**src/rtl/wb_block_writer.sv**
```systemverilog
// wb_block_writer
//   Accepts 8x8 reconstructed-luma write-back blocks, buffers them in a small
//   FIFO and writes each block to the reference-frame line memory one row
//   per accepted memory cycle. It also reports idle, frame-complete and
//   out-of-range-block events.
//
//   State | meaning
//   ------+-----------------------------------------------------------
//   IDLE  | FIFO empty, no memory write in flight
//   WRITE | presenting row `row` of the FIFO head to the line memory
//
// Ports
//   clk, reset      clock; synchronous active-high reset
//   wb_en_in        block valid; wb_data_in = {x_idx, y_idx, pixels}
//   wb_ack_out      block accepted this cycle (combinational)
//   mem_wr_en_out   row write request; mem_addr_out / mem_wdata_out row
//   mem_ready_in    memory accepts the row this cycle
//   idle_out        FIFO empty and no write in flight
//   frame_done_out  1-cycle pulse after the last block of a picture
//   err_out         sticky, an out-of-range block was received
module wb_block_writer #(
   parameter int BLOCK_SIZE = 8,
   parameter int BIT_DEPTH  = 8,
   parameter int IDX_WIDTH  = 9,
   parameter int IMG_WIDTH  = 1920,
   parameter int IMG_HEIGHT = 1080,
   parameter int FIFO_DEPTH = 2,
   parameter int ADDR_WIDTH = 18
) (
   input  logic                                                 clk,
   input  logic                                                 reset,
   input  logic                                                 wb_en_in,
   input  logic [2*IDX_WIDTH+BIT_DEPTH*BLOCK_SIZE*BLOCK_SIZE-1:0] wb_data_in,
   output logic                                                 wb_ack_out,
   output logic                                                 mem_wr_en_out,
   output logic [ADDR_WIDTH-1:0]                                mem_addr_out,
   output logic [BIT_DEPTH*BLOCK_SIZE-1:0]                      mem_wdata_out,
   input  logic                                                 mem_ready_in,
   output logic                                                 idle_out,
   output logic                                                 frame_done_out,
   output logic                                                 err_out
);

   localparam int PIX_W  = BIT_DEPTH*BLOCK_SIZE*BLOCK_SIZE;
   localparam int DATA_W = 2*IDX_WIDTH + PIX_W;
   localparam int ROW_W  = BIT_DEPTH*BLOCK_SIZE;
   localparam int BLK_W  = IMG_WIDTH/BLOCK_SIZE;
   localparam int BLK_H  = IMG_HEIGHT/BLOCK_SIZE;
   localparam int TOTAL  = BLK_W*BLK_H;
   localparam int ROW_CW = (BLOCK_SIZE > 1) ? $clog2(BLOCK_SIZE) : 1;
   localparam int PTR_W  = (FIFO_DEPTH > 1) ? $clog2(FIFO_DEPTH) : 1;
   localparam int CNT_W  = $clog2(FIFO_DEPTH+1);
   localparam int BCNT_W = $clog2(TOTAL+1);
   // wide enough that y*BLOCK_SIZE*BLK_W cannot wrap before truncation
   localparam int AW     = ADDR_WIDTH + IDX_WIDTH;

   localparam logic [CNT_W-1:0]     DEPTH_C  = CNT_W'(FIFO_DEPTH);
   localparam logic [ROW_CW-1:0]    LAST_ROW = ROW_CW'(BLOCK_SIZE-1);
   localparam logic [PTR_W-1:0]     LAST_PTR = PTR_W'(FIFO_DEPTH-1);
   localparam logic [BCNT_W-1:0]    LAST_BLK = BCNT_W'(TOTAL-1);
   localparam logic [IDX_WIDTH-1:0] BLK_W_C  = IDX_WIDTH'(BLK_W);
   localparam logic [IDX_WIDTH-1:0] BLK_H_C  = IDX_WIDTH'(BLK_H);

   typedef enum logic {S_IDLE, S_WRITE} state_t;

   state_t                state;
   logic [DATA_W-1:0]     fifo_mem [FIFO_DEPTH];
   logic [PTR_W-1:0]      rd_ptr;
   logic [PTR_W-1:0]      wr_ptr;
   logic [CNT_W-1:0]      count;
   logic [CNT_W-1:0]      count_nxt;
   logic [ROW_CW-1:0]     row;
   logic [BCNT_W-1:0]     blk_cnt;
   logic [DATA_W-1:0]     head;
   logic [IDX_WIDTH-1:0]  in_x, in_y, head_x, head_y;
   logic                  in_range, push, pop, row_done;

   function automatic logic [PTR_W-1:0] ptr_inc(input logic [PTR_W-1:0] p);
      return (p == LAST_PTR) ? '0 : p + 1'b1;
   endfunction

   assign in_x     = wb_data_in[DATA_W-1 -: IDX_WIDTH];
   assign in_y     = wb_data_in[PIX_W +: IDX_WIDTH];
   assign in_range = (in_x < BLK_W_C) && (in_y < BLK_H_C);

   // No bypass when full: ack looks only at the registered count.
   assign wb_ack_out = wb_en_in && (count < DEPTH_C) && !reset;
   assign push       = wb_ack_out && in_range;
   assign row_done   = (state == S_WRITE) && mem_ready_in;
   assign pop        = row_done && (row == LAST_ROW);
   assign count_nxt  = count + CNT_W'(push) - CNT_W'(pop);

   assign head   = fifo_mem[rd_ptr];
   assign head_x = head[DATA_W-1 -: IDX_WIDTH];
   assign head_y = head[PIX_W +: IDX_WIDTH];

   assign idle_out      = (state == S_IDLE) && (count == '0);
   assign mem_wr_en_out = (state == S_WRITE);

   // Driven only from registers, so address and data stay put during a stall.
   always_comb begin
      mem_addr_out  = '0;
      mem_wdata_out = '0;
      if (state == S_WRITE) begin
         mem_addr_out  = ADDR_WIDTH'(((AW'(head_y) * AW'(BLOCK_SIZE)) + AW'(row))
                                     * AW'(BLK_W) + AW'(head_x));
         mem_wdata_out = head[row*ROW_W +: ROW_W];
      end
   end

   always_ff @(posedge clk) begin
      if (push) begin
         fifo_mem[wr_ptr] <= wb_data_in;
      end
   end

   always_ff @(posedge clk) begin
      if (reset) begin
         state          <= S_IDLE;
         rd_ptr         <= '0;
         wr_ptr         <= '0;
         count          <= '0;
         row            <= '0;
         blk_cnt        <= '0;
         frame_done_out <= 1'b0;
         err_out        <= 1'b0;
      end else begin
         frame_done_out <= 1'b0;
         if (wb_ack_out && !in_range) begin
            err_out <= 1'b1;
         end
         if (push) begin
            wr_ptr <= ptr_inc(wr_ptr);
         end
         if (row_done) begin
            if (pop) begin
               row    <= '0;
               rd_ptr <= ptr_inc(rd_ptr);
               if (blk_cnt == LAST_BLK) begin
                  blk_cnt        <= '0;
                  frame_done_out <= 1'b1;
               end else begin
                  blk_cnt <= blk_cnt + 1'b1;
               end
            end else begin
               row <= row + 1'b1;
            end
         end
         count <= count_nxt;
         state <= (count_nxt != '0) ? S_WRITE : S_IDLE;
      end
   end

endmodule

```
**config.mk**
```make
export PLATFORM = sky130hd
export DESIGN_NAME = wb_block_writer
export DESIGN_NICKNAME = d
export VERILOG_FILES = /design/src/rtl/wb_block_writer.sv
export SDC_FILE = /design/constraint.sdc
export NUM_CORES = 1
export LEC_CHECK = 0
export CAP_MARGIN = 20
export CORE_ASPECT_RATIO = 1.2
export CORE_MARGIN = 1.5
export CORE_UTILIZATION = 45
export DETAILED_ROUTE_END_ITERATION = 6
export GPL_TIMING_DRIVEN = 0
export PLACE_DENSITY = 0.72
export RECOVER_POWER = 25
export SLEW_MARGIN = 20
export SYNTH_ARGS = -nofsm -noshare
export SYNTH_HDL_FRONTEND = slang
export SYNTH_SLANG_ARGS = --single-unit
```
**constraint.sdc**
```tcl
create_clock -name clk -period 27.7 [get_ports clk]
set_input_delay 5.54 -clock clk [delete_from_list [all_inputs] [get_ports clk]]
set_output_delay 5.54 -clock clk [all_outputs]
set_load 0.01 [all_outputs]
```
### Yosys cells after proc, flatten, opt, wreduce, memory -nomap -nowiden

Memories as Yosys holds them, arrays and structs flattened. A register that Yosys moved wholly into a read port is not among the register bits.
Cells that the tools add are included.

| word-level totals | value |
|---|---|
| RAM bits | 1060 |
| word-level logic and storage cells | 53 |
| input port bits | 534 |
| memories kept | 1 |
| flip-flop bits (word level) | 25 |
| output and inout bits | 87 |

Memory list:

| name | depth | width | rd ports | clocked after Yosys merged registers in | wr ports | RTL line | source |
|---|---|---|---|---|---|---|---|
| fifo_mem | 2 | 530 | 1 | 1 | 1 | 67 | `logic [DATA_W-1:0] fifo_mem [FIFO_DEPTH];` |

| cells by class | value |
|---|---|
| reduce and logical (&&, ||, !) cells | 14 |
| bitwise gates (word level) | 3 |
| shifts and indexed selects | 1 |
| eq/ne operators | 2 |
| multiplexer cells | 12 |
| multipliers | 1 |
| magnitude comparators | 3 |
| add/subtract/negate cells | 8 |

Operators with widths:

| kind | count |
|---|---|
| $shiftx 530x10->64 | 1 |
| $mux 64 | 1 |
| $add 18x9->18 | 1 |
| $lt 9x8->1 const B | 2 |
| $mux 18 | 1 |
| $add 15x1->15 const B | 1 |
| $eq 15x15->1 const B | 1 |
| $mux 15 | 1 |
| $mul 13x4->14 const B | 1 |
| $add 12x3->13 | 1 |
| $logic_and 1x1->1 | 8 |
| $mux 1 | 8 |
| $add 3x1->3 const B | 1 |
| $eq 3x3->1 const B | 1 |
| $mux 3 | 1 |
| $not 1->1 | 3 |
| $reduce_or 3->1 | 1 |
| $add 1x1->1 const B | 2 |
| $add 2x1->2 | 1 |
| $logic_not 1->1 | 2 |
| $logic_not 2->1 | 1 |
| $lt 2x2->1 const B | 1 |
| $reduce_and 2->1 | 1 |
| $reduce_bool 2->1 | 1 |
| $sub 2x1->2 | 1 |

### Logic depth before layout (Yosys ltp)

Gate-level depths: netlist of the first run.

| logic depth | value |
|---|---|
| depth after elaboration | 8 |
| gate-level depth with buffers | 17 |
| gate-level depth less buffers | 13 |

### Worst setup path after synthesis of the first run

OpenSTA, ideal clock, no wires.

| timing path | value |
|---|---|
| kind | input port to flip-flop |
| start point | input port wb_en_in |
| end point | memory fifo_mem[0][0] (netlist name), enable pin |
| setup slack | -2.088 ns |
| stages on the path | 4 |
| buffers on the path | 0 |
| setup time | 1.441 ns |
| required time | 26.259 ns |
| arrival time | 28.348 ns |
| cell sequence | nor3b_1 -> and4_1 -> inv_1 -> nor2_1 |

| on the way | value |
|---|---|
| word-level cells in the longest chain between the ends | 5 |

RTL lines:

| item | RTL line | source |
|---|---|---|
| start: declaration | 32 | `input logic wb_en_in,` |
| $logic_and 1x1->1 (2 in series) | 87 | `assign wb_ack_out = wb_en_in && (count < DEPTH_C) && !reset;` |
| $logic_and 1x1->1 | 88 | `assign push = wb_ack_out && in_range;` |
| $mux 1 | 112 | `if (push) begin` |
| $mux 1 (implied by the code) | 113 | `fifo_mem[wr_ptr] <= wb_data_in;` |
| end: declaration | 67 |  |

No other way between the ends.

==> results of run 1 <==
[registers in the layout, summed over array words and instances (netlist names), named ones only]
| signal | cells |
|---|---|
| fifo_mem | 1060 |
| blk_cnt | 15 |
| row | 3 |
| count | 2 |
| err_out | 1 |
| frame_done_out | 1 |
| mem_wr_en_out | 1 |
| rd_ptr | 1 |
| wr_ptr | 1 |
[power groups by stage]
stage	logic (W)	registers, W	clock network (W)
global route	0.000142	0.00182	0.00152
CTS	0.000142	0.00182	0.00146
finish	0.000133	0.00182	0.00144
global placement	0.000132	0.00186	0
detailed placement	0.000141	0.00185	0
floorplan	0.0000320	0.00186	0
[cell families (layout without fill, tap and decap cells)]
| group | Yosys count | count (layout) | share of synthesized area |
|---|---|---|---|
| DFF | 1086 | 1086 | 0.7618 |
| muxes | 340 | 340 | 0.1745 |
| and+or+nand+nor | 175 | 175 | 0.02230 |
| buffers and inverters | 119 | 970 | 0.01055 |
| adders and majority gates | 45 | 45 | 0.01715 |
| AOI/OAI and AO/OA | 40 | 40 | 0.006247 |
| xor gates and xnor gates | 36 | 36 | 0.007425 |
| other | 0 | 57 | 0 |
[area by class of cell]
type                    count  area (sq um)  area share
well taps                1250          1564     0.02855
multi-input cells         636          9678      0.1767
repair buffers            655          7057      0.1288
clock buffers             122          2775     0.05066
diodes                     57         142.6    0.002604
plain buffers              86         361.6    0.006601
flip-flops and latches   1086         32350      0.5906
inverters                  33         123.9    0.002261
clock inverters            74         725.7     0.01325
[per-stage QoR]
stage | utilization | area [sq um] | total power (W)
after CTS | 0.5838 | 54630 | 0.003419
after floorplan | - | 42470 | 0.001889
final | 0.5854 | 54780 | 0.003385
after global routing | 0.5850 | 54740 | 0.003480
after detailed placement | 0.5464 | 51130 | 0.001991
after global placement | 0.5369 | 50240 | 0.001991
[critical path: cells and delay by family (launching register included)]
kind	cells	cell delay (ns)
buffers and inverters	6	2.47
DFF	1	0.30
AOI/OAI and AO/OA	3	0.88
and+or+nand+nor	3	1.03
adders and majority gates	3	1.38
xor gates and xnor gates	1	0.22
muxes	1	0.61
[worst max path at each step]
stage	start	endpoint	slack [ns]	cells after the start
floorplan	wb_en_in	fifo_mem[0][0]	7.04	4
global placement	reset	fifo_mem[0][478]	-0.18	5
detailed placement	reset	wb_ack_out	14.85	3
CTS	register	mem_addr_out[16]	14.42	17
global route	register	mem_addr_out[16]	14.09	17
finish	register	mem_addr_out[16]	14.54	17
[cell usage in the layout, fill, tap and decap left out, types with 4 or more instances in the layout]
master,instances
diode_2,57
nand3_1,16
clkinv_1,19
inv_1,31
clkbuf_1,52
a21o_1,6
nor3_1,9
xor2_1,17
mux2_2,4
nor2_1,47
fa_1,22
a21oi_1,14
edfxtp_1,1060
clkdlybuf4s50_1,333
buf_12,15
mux2i_1,16
buf_16,20
and2_1,66
dlygate4sd3_1,287
buf_1,15
bufinv_16,10
clkinv_2,31
buf_2,15
o21ai_0,6
clkbuf_2,16
ha_1,23
nand2_1,8
dfxtp_1,26
clkinvlp_4,5
xnor2_1,19
mux4_2,320
clkbuf_16,108
nand4_1,5
[per-layer routing]
metal  vias to the layer above  global-route usage
li1                       9366                   -
met1                     11570              0.2707
met2                       925              0.4021
met3                       260             0.05625
met4                        46             0.09581
met5                         -                   0
==> impl_metrics.py, run 1 <==
metrics = {
    "run_status": {
        "status": "finished, final reports clean",
    },
    "sta": {
        "finalCriticalPeriod_ns": 13.16,
        "final.setup.tns_ns": 0,
        "maxSlewViolCount": 0,
        "slew_headroom": 0.2511,
        "tightest_slew_ns": 1.123,
        "setup_slack_ns": 14.54,
        "setup_viol": 0,
        "rsz0062_at_grt": "no",
        "whs_ns": 0.5233,
        "fmax_mhz": 75.99,
        "final_hold_viol_count": 0,
        "fin_skew_ns": 0.02163,
        "period_share": 0.4751,
    },
    "clocking": {
        "worstSkewPairLatency_ns": 0.70,
        "cts_max_path_buffers": 3,
        "post_cts_resized": 0,
        "path_clk_slew_ns": 0.06,
        "clockRootBuffer": "clkbuf_16",
        "cts_tree": "built",
        "cts_setup_buffers": 0,
        "cts_made_buffers": 106,
        "ctsHoldBuffers": 0,
        "cts-htree-levels": 3,
        "cts_sinks": 1086,
    },
    "setup_path": {
        "endpoint_kind": "output port",
        "crit_arrival_ns": 7.62,
        "criticalPathCategory": "reg -> out",
        "reg2reg_to": "fifo_mem[0][98]",
        "r2r_slack_ns": 24.16,
        "cp_max_fo": 10,
        "rr_worst_depth": 11,
        "cpPeakStageDelay_ns": 0.61,
        "setup.worst_path.start_class": "register",
        "cp_data_required_time_ns": 22.16,
        "cp_slowest_cell": "clkbuf_1",
        "r2r_start": "count[1]",
        "path_cells": "clkbuf_1 -> buf_2 -> buf_1 -> clkbuf_1 -> mux2i_1 -> fa_1 -> fa_1 -> inv_1 -> ha_1 -> a21o_1 -> a221oi_1 -> xnor2_1 -> nand3_1 -> or3_4 -> or4_1 -> a21oi_1 -> clkdlybuf4s50_1",
    },
    "synth": {
        "yosys-top-cells-area": "edfxtp_1 (75%), mux4_2 (17%), dfxtp_1 (1.2%), fa_1 (1.0%), and2_1 (0.99%)",
        "syn_nets": 2420,
        "synth_ff_type": "edfxtp_1",
        "syn_area_per_cell_sq_um": 23.07,
        "synth-seq-cells": 1086,
        "syn_inst": 1841,
        "synth_top_area_frac": 0.7495,
        "yosysMostFrequentCell": "edfxtp_1",
        "netlist_area_sq_mm": 0.04247,
        "async_flop_share": 0,
        "yosysWarnings": 0,
        "netlist.top_cell.by_area": "edfxtp_1",
        "synth_edf_count": 1060,
        "ys_seq_area_frac": 0.7618,
        "synth_cell_type_count": 51,
        "netlist_top_cells_count": "edfxtp_1 (1060), mux4_2 (320), and2_1 (67)",
    },
    "floorplan": {
        "dieArea_sq_mm": 0.09623,
        "placementRows": 123,
        "fp.dieH_microns": 339.5,
        "die_x_microns": 283.4,
        "start_util": 0.4539,
        "core_sq_mm": 0.09357,
        "io_pins": 621,
    },
    "route": {
        "firstDrtPassIters": 5,
        "final_antenna_net_count": 0,
        "met2_length_mm": 58.72,
        "vias_per_cell": 5.543,
        "finalWirelength_mm": 110.7,
        "drc_errors": 0,
        "dr_total_vias": 22167,
        "drtIter0Drc": 1743,
        "wl_met3_mm": 7.684,
        "wl_met1_mm": 40.06,
        "top_layer": "met5",
        "wl_per_cell_microns": 27.68,
    },
    "pwr": {
        "sequentialPowerShare": 0.536,
        "p_int_w": 0.002712,
        "combPwrFrac": 0.039,
        "switching_share": 0.1990,
        "p_sw_w": 0.0006735,
        "ir_drop_mv": 0.05680,
        "clkPwrFrac": 0.424,
        "power_density_mw_per_mm2": 61.80,
        "p_leak_nw": 17.34,
    },
    "hold_path": {
        "min_to": "rd_ptr",
        "hp-start": "rd_ptr",
        "min_path_type": "reg -> reg",
        "min_path_cells": 2,
    },
    "placement": {
        "gp_congestion": 0.8536,
        "portBuffers": 620,
        "dpl.hpwl_mm": 79.37,
        "pre_cts_slack_ns": 14.85,
        "dpl.cell_count": 3746,
    },
    "global_routing": {
        "grt_max_degree": 54,
        "grt_pass1_vias": 23937,
        "grt_pass1_wl_mm": 159.2,
        "antenna_found_initial": 87,
        "grt-ovfl-total": 0,
        "grt_usage": 0.2295,
    },
    "cells_and_area": {
        "fillers": 6786,
        "area_growth_pct": 28.99,
        "layout.nets": 3183,
        "layout.cells.non_filler": 3999,
        "layout-drive-gt1-share": 0.2099,
    },
    "run": {
        "drv_cap": 0,
    },
}
No activity file was read; power rests on OpenSTA's default activity.
==> inputs of run 2 (changes only) <==
==> constraint.sdc (replaced) <==
create_clock -name clk -period 10.7 [get_ports clk]
set_input_delay 2.14 -clock clk [delete_from_list [all_inputs] [get_ports clk]]
set_output_delay 2.14 -clock clk [all_outputs]
set_load 0.01 [all_outputs]
==> run 2 against run 1 <==
Effect of this change:
- die area unchanged
- core utilization up 0.20 points
- register-to-register slack worse by 17 ns
- cell count up 0.20%
- sequential power rose to 2.6 times the previous value
- worst setup slack worse by 14 ns
- largest cell class unchanged
- highest routed layer unchanged
==> impl_metrics.py, run 2 (synthesis results as in run 1) <==
metrics = {
    "run_status": {
        "status": "finished, final reports clean",
    },
    "sta": {
        "finalCriticalPeriod_ns": 9.755,
        "slew_headroom": 0.2915,
        "final_hold_viol_count": 0,
        "fmax_mhz": 102.5,
        "maxSlewViolCount": 0,
        "final.setup.tns_ns": 0,
        "setup_slack_ns": 0.9449,
        "tightest_slew_ns": 1.063,
        "rsz0062_at_grt": "no",
        "period_share": 0.9117,
        "fin_skew_ns": 0.02361,
        "setup_viol": 0,
    },
    "clocking": {
        "cts_made_buffers": 105,
        "cts_setup_buffers": 0,
        "cts-htree-levels": 3,
        "cts_sinks": 1086,
        "worstSkewPairLatency_ns": 0.68,
        "post_cts_resized": 0,
        "clockRootBuffer": "clkbuf_16",
        "path_clk_slew_ns": 0.07,
        "cts_max_path_buffers": 3,
        "ctsHoldBuffers": 0,
        "cts_tree": "built",
    },
    "cells_and_area": {
        "mostFrequentLayoutCells": "edfxtp_1 (1060), clkdlybuf4s50_1 (329), mux4_2 (320)",
        "multi_input_area_sq_mm": 0.009692,
        "reg.largest.list": "fifo_mem x1060, blk_cnt x15, row x3",
        "design_area_sq_mm": 0.05497,
        "layout.cells.non_filler": 4007,
        "fillers": 6751,
        "layout.area.seq_sq_mm": 0.03235,
        "layout.nets": 3189,
        "largest_reg_flops": 1060,
        "area_growth_pct": 29.43,
        "layout-drive-gt1-share": 0.2082,
        "final_common_cell": "edfxtp_1",
        "regMostFlops": "fifo_mem",
    },
    "hold_path": {
        "hp-start": "rd_ptr",
        "min_to": "rd_ptr",
        "min_path_cells": 2,
        "min_path_type": "reg -> reg",
    },
    "placement": {
        "dpl.hpwl_mm": 79.47,
        "gp_congestion": 0.8526,
        "portBuffers": 620,
        "placed_area_sq_mm": 0.05120,
        "pre_cts_slack_ns": 1.554,
        "dpl.cell_count": 3750,
    },
    "global_routing": {
        "antenna_found_initial": 83,
        "grt_max_degree": 58,
        "grt_usage": 0.2307,
        "grt_pass1_wl_mm": 159.6,
        "grt-ovfl-total": 0,
        "grt_pass1_vias": 24057,
    },
    "setup_path": {
        "setup.worst_path.start_class": "register",
        "rr_worst_depth": 10,
        "crit_arrival_ns": 7.62,
        "endpoint_kind": "output port",
        "r2r_start": "count[1]",
        "reg2reg_to": "fifo_mem[0][289]",
        "cp_data_required_time_ns": 8.56,
        "r2r_slack_ns": 7.46,
        "cp_max_fo": 10,
        "criticalPathCategory": "reg -> out",
    },
    "route": {
        "dr_total_vias": 22207,
        "finalWirelength_mm": 111.0,
        "firstDrtPassIters": 7,
        "vias_per_cell": 5.542,
        "final_antenna_net_count": 0,
        "wl_per_cell_microns": 27.69,
        "drtIter0Drc": 1826,
        "drc_errors": 0,
    },
    "pwr": {
        "combPwrFrac": 0.039,
        "p_sw_w": 0.001735,
        "switching_share": 0.1962,
        "p_leak_nw": 17.38,
        "sequentialPowerShare": 0.531,
        "power_density_mw_per_mm2": 160.9,
        "p_total_w": 0.008847,
        "p_int_w": 0.007111,
        "clkPwrFrac": 0.430,
        "ir_drop_mv": 0.1643,
    },
    "floorplan": {
        "start_util": 0.4539,
        "dieArea_sq_mm": 0.09623,
        "core_sq_mm": 0.09357,
        "placementRows": 123,
        "io_pins": 621,
        "die_x_microns": 283.4,
        "fp.dieH_microns": 339.5,
    },
    "run": {
        "drv_cap": 0,
    },
}
## run 2: changes by cell type in the layout (fill, tap and decap cells not counted), moves of 2 or more
cell,change
clkbuf_1,+9
buf_16,+2
clkbuf_8,-2
clkinv_2,-12
clkdlybuf4s50_1,-4
clkinv_1,+5
dlygate4sd3_1,+4
bufinv_16,+5
clkinvlp_4,+2
buf_6,+6
buf_12,-2
clkbuf_2,-3
## run 2: area by class of cell
cell class	instances	share of cell area
multi-input cells	636	0.1763
clock inverters	71	0.01516
plain buffers	86	0.006510
repair buffers	662	0.1302
clock buffers	125	0.04994
diodes	58	0.002640
well taps	1250	0.02845
flip-flops and latches	1086	0.5886
inverters	33	0.002254
## run 2: worst max path at each step
stage               startpoint  slack (ns)          endpoint  cells after the start
2_1_floorplan  wb_data_in[516]       -0.33    fifo_mem[0][0]                      6
3_3_place_gp             reset       -4.70  fifo_mem[0][350]                      5
3_5_place_dp          register        1.55  mem_addr_out[16]                     17
4_1_cts               register        0.79  mem_addr_out[16]                     17
5_1_grt               register        0.41  mem_addr_out[16]                     17
6_report              register        0.94  mem_addr_out[16]                     17
## run 2: per-layer routing
metal,part of all wire,up-vias,GRT usage
li1,-,9368,-
met1,0.36,11550,0.2634
met2,0.53,968,0.4021
met5,0.0023,-,0
met4,0.043,40,0.1139
met3,0.073,281,0.06109
## run 2: per-stage QoR
stage	utilization	hold WS, ns
after floorplan	-	0.4692
after global placement	0.5371	0.4652
after detailed placement	0.5471	0.5079
after CTS	0.5854	0.5245
after global routing	0.5870	0.5587
final	0.5874	0.5212
## run 2: power by group through the flow
stage | sequential, W | clock (W) | combinational [W]
6_report | 0.00470 | 0.00380 | 0.000344
5_1_grt | 0.00470 | 0.00403 | 0.000366
3_3_place_gp | 0.00480 | 0 | 0.000340
2_1_floorplan | 0.00480 | 0 | 0.0000831
3_5_place_dp | 0.00479 | 0 | 0.000363
4_1_cts | 0.00470 | 0.00387 | 0.000366
## run 2: critical path, cell delays in order, from the launching register on
cell             delay (ns)
dfxtp_1                0.31
clkbuf_1               0.15
buf_2                  0.48
buf_1                  0.60
clkbuf_1               0.62
mux2i_1                0.63
fa_1                   0.56
fa_1                   0.53
inv_1                  0.05
ha_1                   0.33
a21o_1                 0.23
a221oi_1               0.45
xnor2_1                0.23
nand3_1                0.16
or3_4                  0.38
or4_1                  0.47
a21oi_1                0.17
clkdlybuf4s50_1        0.57
==> inputs of run 3 (changes only) <==
--- a/config.mk
+++ b/config.mk
@@ -9,6 +9,7 @@
 export CORE_ASPECT_RATIO = 1.2
 export CORE_MARGIN = 1.5
 export CORE_UTILIZATION = 45
+export CTS_CLUSTER_DIAMETER = 30
 export DETAILED_ROUTE_END_ITERATION = 6
 export GPL_TIMING_DRIVEN = 0
 export PLACE_DENSITY = 0.72
==> run 3 against run 2 <==
Effect of this change:
- sequential cell count is the same
- hold slack lost 0.0039 ns
- cell area grew 4.1%
- clock power grew 44%
- sequential power is essentially flat
- sequential share of layout area shrank 2.3 points
- global-route usage grew 0.55 points
- non-clock buffer count shrank 2
- first-iteration DRC count grew 8.1%
- clock skew grew 0.020 ns
- total power grew 19%
- fmax shrank 1.1%
- largest cell class unchanged
==> impl_metrics.py, run 3 (synthesis results as in run 1) <==
metrics = {
    "route": {
        "drc_errors": 0,
        "firstDrtPassIters": 5,
        "vias_per_cell": 5.529,
        "finalWirelength_mm": 113.6,
        "dr_total_vias": 22823,
        "wl_per_cell_microns": 27.52,
        "drtIter0Drc": 1974,
        "final_antenna_net_count": 0,
    },
    "clocking": {
        "worstSkewPairLatency_ns": 0.77,
        "cts_made_buffers": 170,
        "clockRootBuffer": "clkbuf_16",
        "post_cts_resized": 0,
        "cts_sinks": 1086,
        "path_clk_slew_ns": 0.05,
        "ctsHoldBuffers": 0,
        "cts_max_path_buffers": 3,
        "cts_setup_buffers": 0,
        "cts-htree-levels": 4,
        "cts_tree": "built",
    },
    "cells_and_area": {
        "final_common_cell": "edfxtp_1",
        "regMostFlops": "fifo_mem",
        "largest_reg_flops": 1060,
        "reg.largest.list": "fifo_mem x1060, blk_cnt x15, row x3",
        "area_growth_pct": 34.70,
        "layout.nets": 3252,
        "mostFrequentLayoutCells": "edfxtp_1 (1060), clkdlybuf4s50_1 (324), mux4_2 (320)",
        "layout-drive-gt1-share": 0.2444,
        "design_area_sq_mm": 0.05720,
    },
    "global_routing": {
        "grt-ovfl-total": 0,
        "antenna_found_initial": 96,
        "grt_max_degree": 58,
        "grt_pass1_wl_mm": 163.2,
        "grt_pass1_vias": 24927,
        "grt_usage": 0.2362,
    },
    "setup_path": {
        "cp_data_required_time_ns": 8.56,
        "cp-endpoint": "mem_addr_out[16]",
        "r2r_slack_ns": 7.47,
        "cpPeakStageDelay_ns": 0.64,
        "cp_max_fo": 10,
        "setup.worst_path.start_class": "register",
        "reg2reg_to": "fifo_mem[0][94]",
        "crit_arrival_ns": 7.73,
        "r2r_start": "count[1]",
        "path_cells": "clkbuf_1 -> buf_2 -> buf_1 -> clkbuf_1 -> mux2i_1 -> fa_1 -> fa_1 -> inv_1 -> ha_1 -> a21o_1 -> a221oi_1 -> xnor2_1 -> nand3_1 -> or3_4 -> or4_1 -> a21oi_1 -> clkdlybuf4s50_1",
        "cp_slowest_cell": "mux2i_1",
        "endpoint_kind": "output port",
        "path_buf_inv": 6,
        "criticalPathCategory": "reg -> out",
        "crit_family": "buffers and inverters",
        "path_depth": 17,
        "rr_worst_depth": 10,
    },
    "sta": {
        "final_hold_viol_count": 0,
        "final.setup.tns_ns": 0,
        "whs_ns": 0.5173,
        "finalCriticalPeriod_ns": 9.866,
        "rsz0062_at_grt": "no",
        "tightest_slew_ns": 1.099,
        "slew_headroom": 0.2676,
        "fmax_mhz": 101.4,
        "setup_viol": 0,
        "maxSlewViolCount": 0,
        "fin_skew_ns": 0.04357,
        "period_share": 0.9221,
    },
    "placement": {
        "dpl.hpwl_mm": 79.47,
        "portBuffers": 620,
        "placed_area_sq_mm": 0.05120,
        "gp_congestion": 0.8526,
    },
    "floorplan": {
        "die_x_microns": 283.4,
        "placementRows": 123,
        "io_pins": 621,
        "dieArea_sq_mm": 0.09623,
        "core_sq_mm": 0.09357,
        "fp.dieH_microns": 339.5,
        "start_util": 0.4539,
    },
    "pwr": {
        "ir_drop_mv": 0.1351,
        "p_leak_nw": 18.45,
        "p_total_w": 0.01052,
        "power_density_mw_per_mm2": 183.9,
    },
    "run": {
        "drv_cap": 0,
    },
    "hold_path": {
        "min_path_type": "reg -> reg",
    },
    "run_status": {
        "status": "finished, final reports clean",
    },
}
## run 3: cell types whose count changed in the layout (fill, tap and decap cells not counted), sizes merged
cell,delta
inv,+33
clkdlybuf4s50,-5
clkinvlp,+6
clkbuf,+64
buf,-4
dlygate4sd3,+5
clkinv,+17
diode,+5
## run 3: layout make-up
cell class	count	area [sq um]
Fill cell	6534	36370
Sequential cell	1086	32350
Multi-Input combinational cell	636	9692
Timing Repair Buffer	660	7128
Clock buffer	187	4382
Tap cell	1250	1564
Clock inverter	127	1443
Buffer	86	360.3
Antenna cell	63	157.7
Inverter	33	123.9
## run 3: stage by stage
| step | utilization | cells | setup WS [ns] |
|---|---|---|---|
| floorplan | - | 1841 | -0.3349 |
| global placement | 0.5371 | 3711 | -4.703 |
| detailed placement | 0.5471 | 3750 | 1.554 |
| CTS | 0.6094 | 4064 | 0.6721 |
| global route | 0.6112 | 4122 | 0.2751 |
| finish | 0.6113 | 4128 | 0.8338 |
## run 3: per-layer routing
| layer | vias to the layer above | track usage | part of all wire |
|---|---|---|---|
| li1 | 9579 | - | - |
| met1 | 11850 | 0.2692 | 0.35 |
| met2 | 1048 | 0.4016 | 0.52 |
| met3 | 304 | 0.06700 | 0.072 |
| met4 | 42 | 0.1322 | 0.047 |
| met5 | - | 0 | 0.0024 |
## run 3: tightest hold or removal path: stages, from the launching register on
cell and delay (ns):
dfxtp_1 0.34, a21oi_1 0.05, nor2_1 0.09
## run 3: worst min path at each step
stage	startpoint	endpoint	slack, ns	cells past startpoint
5_1_grt	err_out	err_out	0.55	2
3_3_place_gp	err_out	err_out	0.47	2
6_report	err_out	err_out	0.52	2
3_5_place_dp	rd_ptr	rd_ptr	0.51	2
2_1_floorplan	blk_cnt[7]	frame_done_out	0.47	2
4_1_cts	rd_ptr	rd_ptr	0.53	2
## run 3: power breakdown
group | internal [W] | switching (W) | total [W] | leakage (nW)
clock | 0.00339 | 0.00207 | 0.00547 | 2.81
sequential | 0.00470 | 0.00000691 | 0.00471 | 9.76
combinational | 0.000211 | 0.000133 | 0.000345 | 5.89
